`config.mk`:
```
export PLATFORM = sky130hd
export DESIGN_NAME = sha256_stream_core
export DESIGN_NICKNAME = d
export VERILOG_FILES = /design/src/rtl/sha256_pkg.sv /design/src/rtl/sha256_round.sv /design/src/rtl/sha256_stream_core.sv
export SDC_FILE = /design/constraint.sdc
export NUM_CORES = 2
export LEC_CHECK = 0
export BUFFER_PORTS_ARGS = -buffer_cell sky130_fd_sc_hd__buf_2
export CORE_MARGIN = 2
export CORE_UTILIZATION = 40
export CTS_CLUSTER_DIAMETER = 200
export CTS_CLUSTER_SIZE = 14
export DETAILED_ROUTE_END_ITERATION = 12
export SETUP_SLACK_MARGIN = 0.02
export SLEW_MARGIN = 20
export SYNTH_ARGS = -nofsm -noshare
export SYNTH_HDL_FRONTEND = slang
export SYNTH_HIERARCHICAL = 1
export SYNTH_SLANG_ARGS = --single-unit
```
`constraint.sdc`:
```
create_clock -name clk -period 8.8 [get_ports clk]
set_input_delay 1.76 -clock clk [delete_from_list [all_inputs] [get_ports clk]]
set_output_delay 1.76 -clock clk [all_outputs]
set_load 0.01 [all_outputs]
```
`src/rtl/sha256_pkg.sv`:
```
// Shared constants, types and bit functions for the SHA-256 stream core.
// SHA256_MODE224_EN adds the SHA-224 initial value.
package sha256_pkg;

  typedef enum logic [1:0] {IDLE, RUN, ADD, DONE} state_t;

  typedef struct packed {
    logic [31:0] a;
    logic [31:0] b;
    logic [31:0] c;
    logic [31:0] d;
    logic [31:0] e;
    logic [31:0] f;
    logic [31:0] g;
    logic [31:0] h;
  } work_t;

  localparam logic [255:0] IV256 =
    256'h6a09e667_bb67ae85_3c6ef372_a54ff53a_510e527f_9b05688c_1f83d9ab_5be0cd19;
`ifdef SHA256_MODE224_EN
  localparam logic [255:0] IV224 =
    256'hc1059ed8_367cd507_3070dd17_f70e5939_ffc00b31_68581511_64f98fa7_befa4fa4;
`endif

  localparam logic [31:0] K [0:63] = '{
    32'h428a2f98, 32'h71374491, 32'hb5c0fbcf, 32'he9b5dba5,
    32'h3956c25b, 32'h59f111f1, 32'h923f82a4, 32'hab1c5ed5,
    32'hd807aa98, 32'h12835b01, 32'h243185be, 32'h550c7dc3,
    32'h72be5d74, 32'h80deb1fe, 32'h9bdc06a7, 32'hc19bf174,
    32'he49b69c1, 32'hefbe4786, 32'h0fc19dc6, 32'h240ca1cc,
    32'h2de92c6f, 32'h4a7484aa, 32'h5cb0a9dc, 32'h76f988da,
    32'h983e5152, 32'ha831c66d, 32'hb00327c8, 32'hbf597fc7,
    32'hc6e00bf3, 32'hd5a79147, 32'h06ca6351, 32'h14292967,
    32'h27b70a85, 32'h2e1b2138, 32'h4d2c6dfc, 32'h53380d13,
    32'h650a7354, 32'h766a0abb, 32'h81c2c92e, 32'h92722c85,
    32'ha2bfe8a1, 32'ha81a664b, 32'hc24b8b70, 32'hc76c51a3,
    32'hd192e819, 32'hd6990624, 32'hf40e3585, 32'h106aa070,
    32'h19a4c116, 32'h1e376c08, 32'h2748774c, 32'h34b0bcb5,
    32'h391c0cb3, 32'h4ed8aa4a, 32'h5b9cca4f, 32'h682e6ff3,
    32'h748f82ee, 32'h78a5636f, 32'h84c87814, 32'h8cc70208,
    32'h90befffa, 32'ha4506ceb, 32'hbef9a3f7, 32'hc67178f2
  };

  function automatic logic [31:0] ch(input logic [31:0] x, input logic [31:0] y,
                                     input logic [31:0] z);
    return (x & y) ^ (~x & z);
  endfunction

  function automatic logic [31:0] maj(input logic [31:0] x, input logic [31:0] y,
                                      input logic [31:0] z);
    return (x & y) ^ (x & z) ^ (y & z);
  endfunction

  function automatic logic [31:0] big_sigma0(input logic [31:0] x);
    return {x[1:0], x[31:2]} ^ {x[12:0], x[31:13]} ^ {x[21:0], x[31:22]};
  endfunction

  function automatic logic [31:0] big_sigma1(input logic [31:0] x);
    return {x[5:0], x[31:6]} ^ {x[10:0], x[31:11]} ^ {x[24:0], x[31:25]};
  endfunction

  function automatic logic [31:0] small_sigma0(input logic [31:0] x);
    return {x[6:0], x[31:7]} ^ {x[17:0], x[31:18]} ^ {3'b000, x[31:3]};
  endfunction

  function automatic logic [31:0] small_sigma1(input logic [31:0] x);
    return {x[16:0], x[31:17]} ^ {x[18:0], x[31:19]} ^ {10'b0, x[31:10]};
  endfunction

  // Eight independent 32-bit adds; carries never cross word boundaries.
  function automatic logic [255:0] add_words(input logic [255:0] x, input logic [255:0] y);
    logic [255:0] r;
    for (int i = 0; i < 8; i++) begin
      r[i*32 +: 32] = x[i*32 +: 32] + y[i*32 +: 32];
    end
    return r;
  endfunction

endpackage

```
`src/rtl/sha256_round.sv`:
```
// One combinational SHA-256 compression round.
module sha256_round
  import sha256_pkg::*;
(
  input  work_t       st,
  input  logic [31:0] kt,
  input  logic [31:0] wt,
  output work_t       st_next
);

  logic [31:0] t1;
  logic [31:0] t2;

  assign t1 = st.h + big_sigma1(st.e) + ch(st.e, st.f, st.g) + kt + wt;
  assign t2 = big_sigma0(st.a) + maj(st.a, st.b, st.c);

  assign st_next.a = t1 + t2;
  assign st_next.b = st.a;
  assign st_next.c = st.b;
  assign st_next.d = st.c;
  assign st_next.e = st.d + t1;
  assign st_next.f = st.e;
  assign st_next.g = st.f;
  assign st_next.h = st.g;

endmodule

```
`src/rtl/sha256_stream_core.sv`:
```
// Multi-block SHA-256 engine, RPC rounds per clock, valid/ready on both sides.
// SHA256_MODE224_EN adds the mode224 input and SHA-224 output truncation.
//
// state | meaning
// IDLE  | in_ready high, waiting for a block
// RUN   | 64/RPC cycles of compression rounds
// ADD   | fold working vars into the chaining value H
// DONE  | digest_out valid, waiting for out_ready
module sha256_stream_core
  import sha256_pkg::*;
#(
  parameter int RPC = 1
) (
  input  logic         clk,
  input  logic         rst_n,
  input  logic         in_valid,
  output logic         in_ready,
  input  logic [511:0] block_in,
  input  logic         first,
  input  logic         last,
`ifdef SHA256_MODE224_EN
  input  logic         mode224,
`endif
  output logic         out_valid,
  input  logic         out_ready,
  output logic [255:0] digest_out
);

  if (!(RPC == 1 || RPC == 2 || RPC == 4)) begin : g_bad_rpc
    $fatal(1, "sha256_stream_core: RPC must be 1, 2 or 4");
  end

  localparam logic [5:0] LAST_RND = 6'(64 - RPC);

  state_t         state;
  state_t         state_next;
  logic [5:0]     rnd;
  logic [31:0]    w [16];
  logic [31:0]    w_shift [16];
  work_t          work;
  work_t          work_run;
  logic [255:0]   h_q;
  logic [255:0]   h_next;
  logic [255:0]   base;
  logic [255:0]   iv_sel;
  logic [255:0]   digest_mask;
  logic           last_q;
  logic           accept;

`ifdef SHA256_MODE224_EN
  logic mode_q;
  assign iv_sel      = mode224 ? IV224 : IV256;
  assign digest_mask = mode_q ? {{224{1'b1}}, 32'h0} : {256{1'b1}};
`else
  assign iv_sel      = IV256;
  assign digest_mask = {256{1'b1}};
`endif

  assign base = first ? iv_sel : h_q;

  // Round chain: stage j consumes schedule word w[j] and constant K[rnd+j].
  for (genvar j = 0; j < RPC; j = j + 1) begin : g_rnd
    work_t      s_in;
    work_t      s_out;
    logic [5:0] k_idx;
    assign k_idx = rnd + 6'(j);
    if (j == 0) begin : g_head
      assign s_in = work;
    end else begin : g_link
      assign s_in = g_rnd[j-1].s_out;
    end
    sha256_round u_round (
      .st      (s_in),
      .kt      (K[k_idx]),
      .wt      (w[j]),
      .st_next (s_out)
    );
  end
  assign work_run = g_rnd[RPC-1].s_out;

  // New schedule words W[t+16+j]; for j >= 2 the W[t-2] term is itself new this cycle.
  for (genvar j = 0; j < RPC; j = j + 1) begin : g_ext
    logic [31:0] w2;
    logic [31:0] e;
    if (j < 2) begin : g_win
      assign w2 = w[14+j];
    end else begin : g_fwd
      assign w2 = g_ext[j-2].e;
    end
    assign e = small_sigma1(w2) + w[9+j] + small_sigma0(w[1+j]) + w[j];
  end

  for (genvar i = 0; i < 16; i = i + 1) begin : g_shift
    if (i + RPC < 16) begin : g_old
      assign w_shift[i] = w[i+RPC];
    end else begin : g_new
      assign w_shift[i] = g_ext[i+RPC-16].e;
    end
  end

  always_comb begin
    state_next = state;
    accept     = 1'b0;
    h_next     = h_q;
    case (state)
      IDLE: begin
        if (in_valid && in_ready) begin
          accept     = 1'b1;
          state_next = RUN;
          h_next     = base;
        end
      end
      RUN: begin
        if (rnd == LAST_RND) state_next = ADD;
      end
      ADD: begin
        h_next     = add_words(h_q, work);
        state_next = last_q ? DONE : IDLE;
      end
      DONE: begin
        if (out_valid && out_ready) state_next = IDLE;
      end
      default: state_next = IDLE;
    endcase
  end

  always_ff @(posedge clk or negedge rst_n) begin
    if (!rst_n) begin
      state      <= IDLE;
      rnd        <= '0;
      work       <= '0;
      h_q        <= IV256;
      last_q     <= 1'b0;
      in_ready   <= 1'b0;
      out_valid  <= 1'b0;
      digest_out <= '0;
      for (int i = 0; i < 16; i++) w[i] <= '0;
`ifdef SHA256_MODE224_EN
      mode_q     <= 1'b0;
`endif
    end else begin
      state      <= state_next;
      h_q        <= h_next;
      in_ready   <= (state_next == IDLE);
      out_valid  <= (state_next == DONE);
      digest_out <= (state_next == DONE) ? (h_next & digest_mask) : '0;
      if (accept) begin
        work   <= base;
        last_q <= last;
        rnd    <= '0;
        for (int i = 0; i < 16; i++) w[i] <= block_in[511 - 32*i -: 32];
`ifdef SHA256_MODE224_EN
        if (first) mode_q <= mode224;
`endif
      end else if (state == RUN) begin
        work <= work_run;
        rnd  <= rnd + 6'(RPC);
        for (int i = 0; i < 16; i++) w[i] <= w_shift[i];
      end
    end
  end

endmodule
```
; ---- Word level (Yosys, flattened, before mapping)
; Memories as Yosys holds them, arrays and structs flattened.
; Index checks and enable logic that the tools add are counted.
[classes]
addsub = 19
order_cmp = 1
eq_ne = 5
muxes = 19
bitwise = 18
n_reduce_logical = 5
[op_table]
columns = cell, n
row1 = $mux W256, 5
row2 = $mux W512, 2
row3 = $add A32 B32 Y32, 18
row4 = $pmux W256 S2, 1
row5 = $xor A32 B32 Y32, 9
row6 = $and A32 B32 Y32, 5
row7 = $mux W32, 2
row8 = $not A32 Y32, 1
row9 = $xor A32 B22 Y32, 1
row10 = $xor A32 B29 Y32, 1
row11 = $mux W6, 2
row12 = $mux W2, 4
row13 = $pmux W2 S4, 1
row14 = $ge A7 B7 Y1 const B, 1
row15 = $not A6 Y7, 1
row16 = $add A6 B1 Y6 const B, 1
row17 = $eq A2 B2 Y1 const B, 3
row18 = $eq A6 B6 Y1 const B, 1
row19 = $logic_not A2 Y1, 2
row20 = $eq A2 B1 Y1 const B, 1
row21 = $logic_and A1 B1 Y1, 2
row22 = $mux W1, 2
row23 = $reduce_bool A2 Y1, 1
[word_totals]
ff_bits = 1291
mem_bits_ro = 2048
out_inout_bits = 258
n_memories = 1
[mem_list]
columns = name, words, word_bits, rd, rd_ports_with_merged_regs, wr, line
row1 = (name not given), 64, 32, 1, 0, 0, sha256_stream_core.sv:74  ; .kt (K[k_idx]),

; ---- Longest topological paths before layout
[depth]
word_depth = 9
mapped_depth = 41
depth_no_buf = 38

; ---- Modules after synthesis
; The synthesis kept the hierarchy.
[by_module_without_submodules]
columns = module, n_inst, cells_each, area_each_um2
row1 = sha256_stream_core, 1, 7831, 70136.0
row2 = sha256_round, 1, 1333, 11008.1

; ---- Worst setup path before layout
; OpenSTA, ideal clock, no wires.
[synth_timing]
path_kind = reg-to-reg
start = reg rnd[2]
end = reg work, in the netlist g_rnd[0].s_in[248]
setup_time_ns = 0.082
t_arrival_ns = 8.336
path_slack_ns = 0.382
path_stages_with_launch = 37
n_path_buf = 3
cell_sequence = dfrtp_1 -> clkbuf_1 -> inv_1 -> clkbuf_1 -> clkbuf_1 -> ha_1 -> nand2b_1 -> o21ai_0 -> a2111oi_0 -> a31oi_1 -> inv_1 -> fa_1 -> fa_1 -> fa_1 -> inv_1 -> ha_1 -> a21o_1 -> a21oi_2 -> o21bai_2 -> a2111oi_4 -> nor3_2 -> o32a_1 -> a211o_1 -> a21oi_1 -> xnor2_1 -> fa_1 -> ha_1 -> a21o_1 -> a21oi_1 -> o41ai_1 -> a211o_1 -> a21o_1 -> a21o_1 -> a21oi_1 -> xnor2_1 -> nand2_1 -> a31oi_1
[synth_rtl]
columns = element, line
row1 = "start, declared", sha256_stream_core.sv:37  ; logic [5:0] rnd;
row2 = "start signal, assigned", sha256_stream_core.sv:157  ; rnd <= rnd + 6'(RPC);
row3 = "end signal, assigned", sha256_stream_core.sv:148  ; work <= base;
row4 = "end signal, assigned", sha256_stream_core.sv:156  ; work <= work_run;
row5 = "end, declared", sha256_stream_core.sv:40  ; work_t work;

==> results.toml <==
[run_status]
outcome = "finished clean"

[floorplanning]
die_y_um = 454
core_area_um2 = 202000
die_w_um = 454
start_util_pct = 40.2
rows = 165
dieArea_um2 = 206000
boundaryPins = 776

[synth]
syn_area_um2 = 81100
synth_top_area_share_pct = 35.6
yosysSeqAreaShare_pct = 40.0
syn_avg_cell_area_um2 = 8.85
synthCells = 9164
synth.most_common_cell = "nand2_1"
synth_common_cells = "1836 x nand2_1, 1155 x dfrtp_1, 625 x a21oi_1"
ys.warnings.count = 6
synth_top_cell_by_area = "dfrtp_1"
syn-num-nets = 10300
synth_enable_flop_cells = 0
yosys_register_bits = 1291
synth-async-reset-ratio_pct = 100
synthFlopType = "dfrtp_1"
synth_area_leaders = "dfrtp_1 36%, nand2_1 8.5%, ha_1 6.0%"
synth_cell_types = 104

[min_path]
min-delay-start = "w[320]$_DFFE_PN0P_"
worst_hold_path_type = "flop to flop"
whs_endpoint = "w[320]$_DFFE_PN0P_"
hold_depth = 2

[sta]
hold_viol = 0
skew_ns = 0.0509
rsz0062_at_grt = "true"
setup_viol = 0
tightest_slew_ns = 1.15
fin_crit_ns = 8.53
fin_crit_sh_pct = 96.9
tns_ns = 0
max_slew_margin_pct = 23.1
fmax_mhz = 117
whs_ns = 0.477
slew_violations = 0

[global_routing]
grt_max_degree = 209
overflow = 0
grt.total_usage_pct = 31.8
grt_pass1_vias = 70600
grt_pass1_wl_um = 485000
antenna_found_initial = 92

[clock_tree]
root_buffer = "clkbuf_16"
clkTransAtPathRegs_ns = 0.10
clock_path_buffers = 3
cts_made_buffers = 102
cts_tree = "done"
htree_levels = 3
clock-sinks = 1291
clock_latency_ns = 0.81

[setup_path]
critPathKind = "flop to flop"
path_max_fanout = 6
worstReg2RegEnd = "g_rnd[0].s_in[255]$_DFFE_PN0P_"
max_stage_delay_ns = 0.58
r2r-start = "rnd[0]$_DFFE_PN0P_"
critPathArrivalTime_ns = 9.24
crit_top_cell = "inv_1"
critPathCaptureType = "flop"
worst-r2r-setup-slack_ns = 0.27
startpoint_type = "flop"
reg2reg_depth = 37
crit_path_top_delay_cell = "fa_1"
required_ns = 9.51

[final_layout]
area_growth_pct = 12.2
final_util_pct = 45.1
fill_cells = 19900
nNetsFinal = 10700
multiInputGateArea_um2 = 43800
regArea_um2 = 32500
drive_above_1_share_pct = 15.2

[placed_design]
finalWeightedCongestion = 0.984
post-dp-hpwl_um = 256000
numPortBuffers = 775

[route]
wire_per_inst_um = 27.1
vias_per_cell = 5.78
route.detailed.drc = 0
drtPass1Iterations = 7
num_vias = 71800
drt_wl_total_um = 337000
ant_nets = 0
drtIter0Drc = 7334

[job]
cap_violations = 0
per-stage QoR:
stage | instance area (µm²) | setup slack [ns] | instances
final | 91000 | 0.269 | 12400
after global routing | 91000 | -0.00514 | 12400
after CTS | 90700 | 0.113 | 12400
after detailed placement | 87800 | -0.0776 | 12200
after global placement | 87700 | -0.101 | 12200
after floorplan | 81100 | 0.382 | 9164
worst max-delay path, delay by kind of cell, from the launching register on:
family,cells,cell delay (ns)
buffers and inverters,8,0.74
AOI/OAI and AO/OA,14,2.73
and+or+nand+nor,4,0.68
xor gates and xnor gates,3,0.42
muxes,1,0.53
adders and majority gates,7,2.95
DFF,1,0.40
per-layer routing:
metal | part of all wire (%) | vias to the layer above | wire [µm] | track usage (%)
li1 | - | 32400 | - | -
met1 | 40 | 35400 | 134000 | 40.6
met2 | 46 | 3245 | 156000 | 51.2
met3 | 7.7 | 761 | 26000 | 6.11
met4 | 5.9 | 94 | 20000 | 16.5
met5 | 0.18 | - | 621 | 0
flip-flops by register name, indices dropped and copies added, names as in the netlist, 2 cells and up:
signal / count
g_rnd.s_in: 256
h_q: 256
w: 480
state: 2
digest_out: 256
rnd: 6
g_ext.w2: 32
kinds of logic (layout without fill, tap and decap cells):
kind of cell | Yosys count | after routing | share of synthesized area [%]
AO/OA/AOI/OAI | 2485 | 2485 | 19.7
XOR/XNOR | 576 | 576 | 6.24
adder cells (fa/ha/maj) | 615 | 615 | 11.2
buffers and inverters | 1154 | 1702 | 6.32
flip-flops | 1291 | 1291 | 40.0
multiplexers | 46 | 46 | 0.628
other | 0 | 43 | 0
AND/OR/NAND/NOR | 2997 | 2997 | 15.9
placed cells by master, fill, tap and decap left out, types with 21 or more instances in the layout:
cell type	netlist	routed
o21a_1	51	51
a211oi_1	61	59
o31ai_1	26	26
nor2b_1	43	40
dfrtp_1	1155	1152
nand4_1	38	38
buf_4	192	321
nand2_1	1836	1835
fa_1	195	195
o211ai_1	34	34
clkbuf_1	513	64
and2_1	227	227
diode_2	0	43
buf_12	0	26
inv_1	405	403
a21o_1	187	187
a31oi_1	202	202
o21ai_0	505	499
nor2_1	366	362
dfstp_2	136	136
maj3_1	31	31
clkbuf_16	0	103
o21ai_1	17	21
and3_1	34	32
nor3_1	70	69
nand2b_1	60	58
nand3_1	238	237
a22oi_1	474	473
mux2i_1	34	34
o22a_1	57	57
ha_1	389	386
buf_2	2	773
xnor2_1	383	380
xor2_1	192	191
a21oi_1	625	620
o21bai_1	34	34
repair_timing:
item / in CTS / in global routing
hold buffers: 0 / 0
pin swaps: 0 / 13
resized for setup: 2 / 41
setup endpoints to repair: 5 / 21
endpoints found under the hold margin: 0 / 0
setup buffers: 0 / 3
cell type report:
class	instances	share of cell area, %
antenna	43	0.118
clock buffer	167	3.09
clock inverter	7	0.175
inverter	406	1.68
multi-input combinational	6719	48.1
sequential	1291	35.7
tap	2672	3.67
timing repair buffer	1122	7.50
worst max path at each step:
stage	endpoint	from	slack, ns
3_3_place_gp	g_rnd[0].s_in[253]$_DFFE_PN0P_	rnd[0]$_DFFE_PN0P_	-0.10
4_1_cts	g_rnd[0].s_in[253]$_DFFE_PN0P_	rnd[0]$_DFFE_PN0P_	0.11
5_1_grt	g_rnd[0].s_in[250]$_DFFE_PN0P_	rnd[1]$_DFFE_PN0P_	-0.005
2_1_floorplan	g_rnd[0].s_in[248]$_DFFE_PN0P_	rnd[2]$_DFFE_PN0P_	0.38
3_5_place_dp	g_rnd[0].s_in[253]$_DFFE_PN0P_	rnd[1]$_DFFE_PN0P_	-0.08
6_report	g_rnd[0].s_in[255]$_DFFE_PN0P_	rnd[0]$_DFFE_PN0P_	0.27
Power is not shown: default switching activity piles up to over one toggle a cycle in this logic, so the estimate is an artifact.
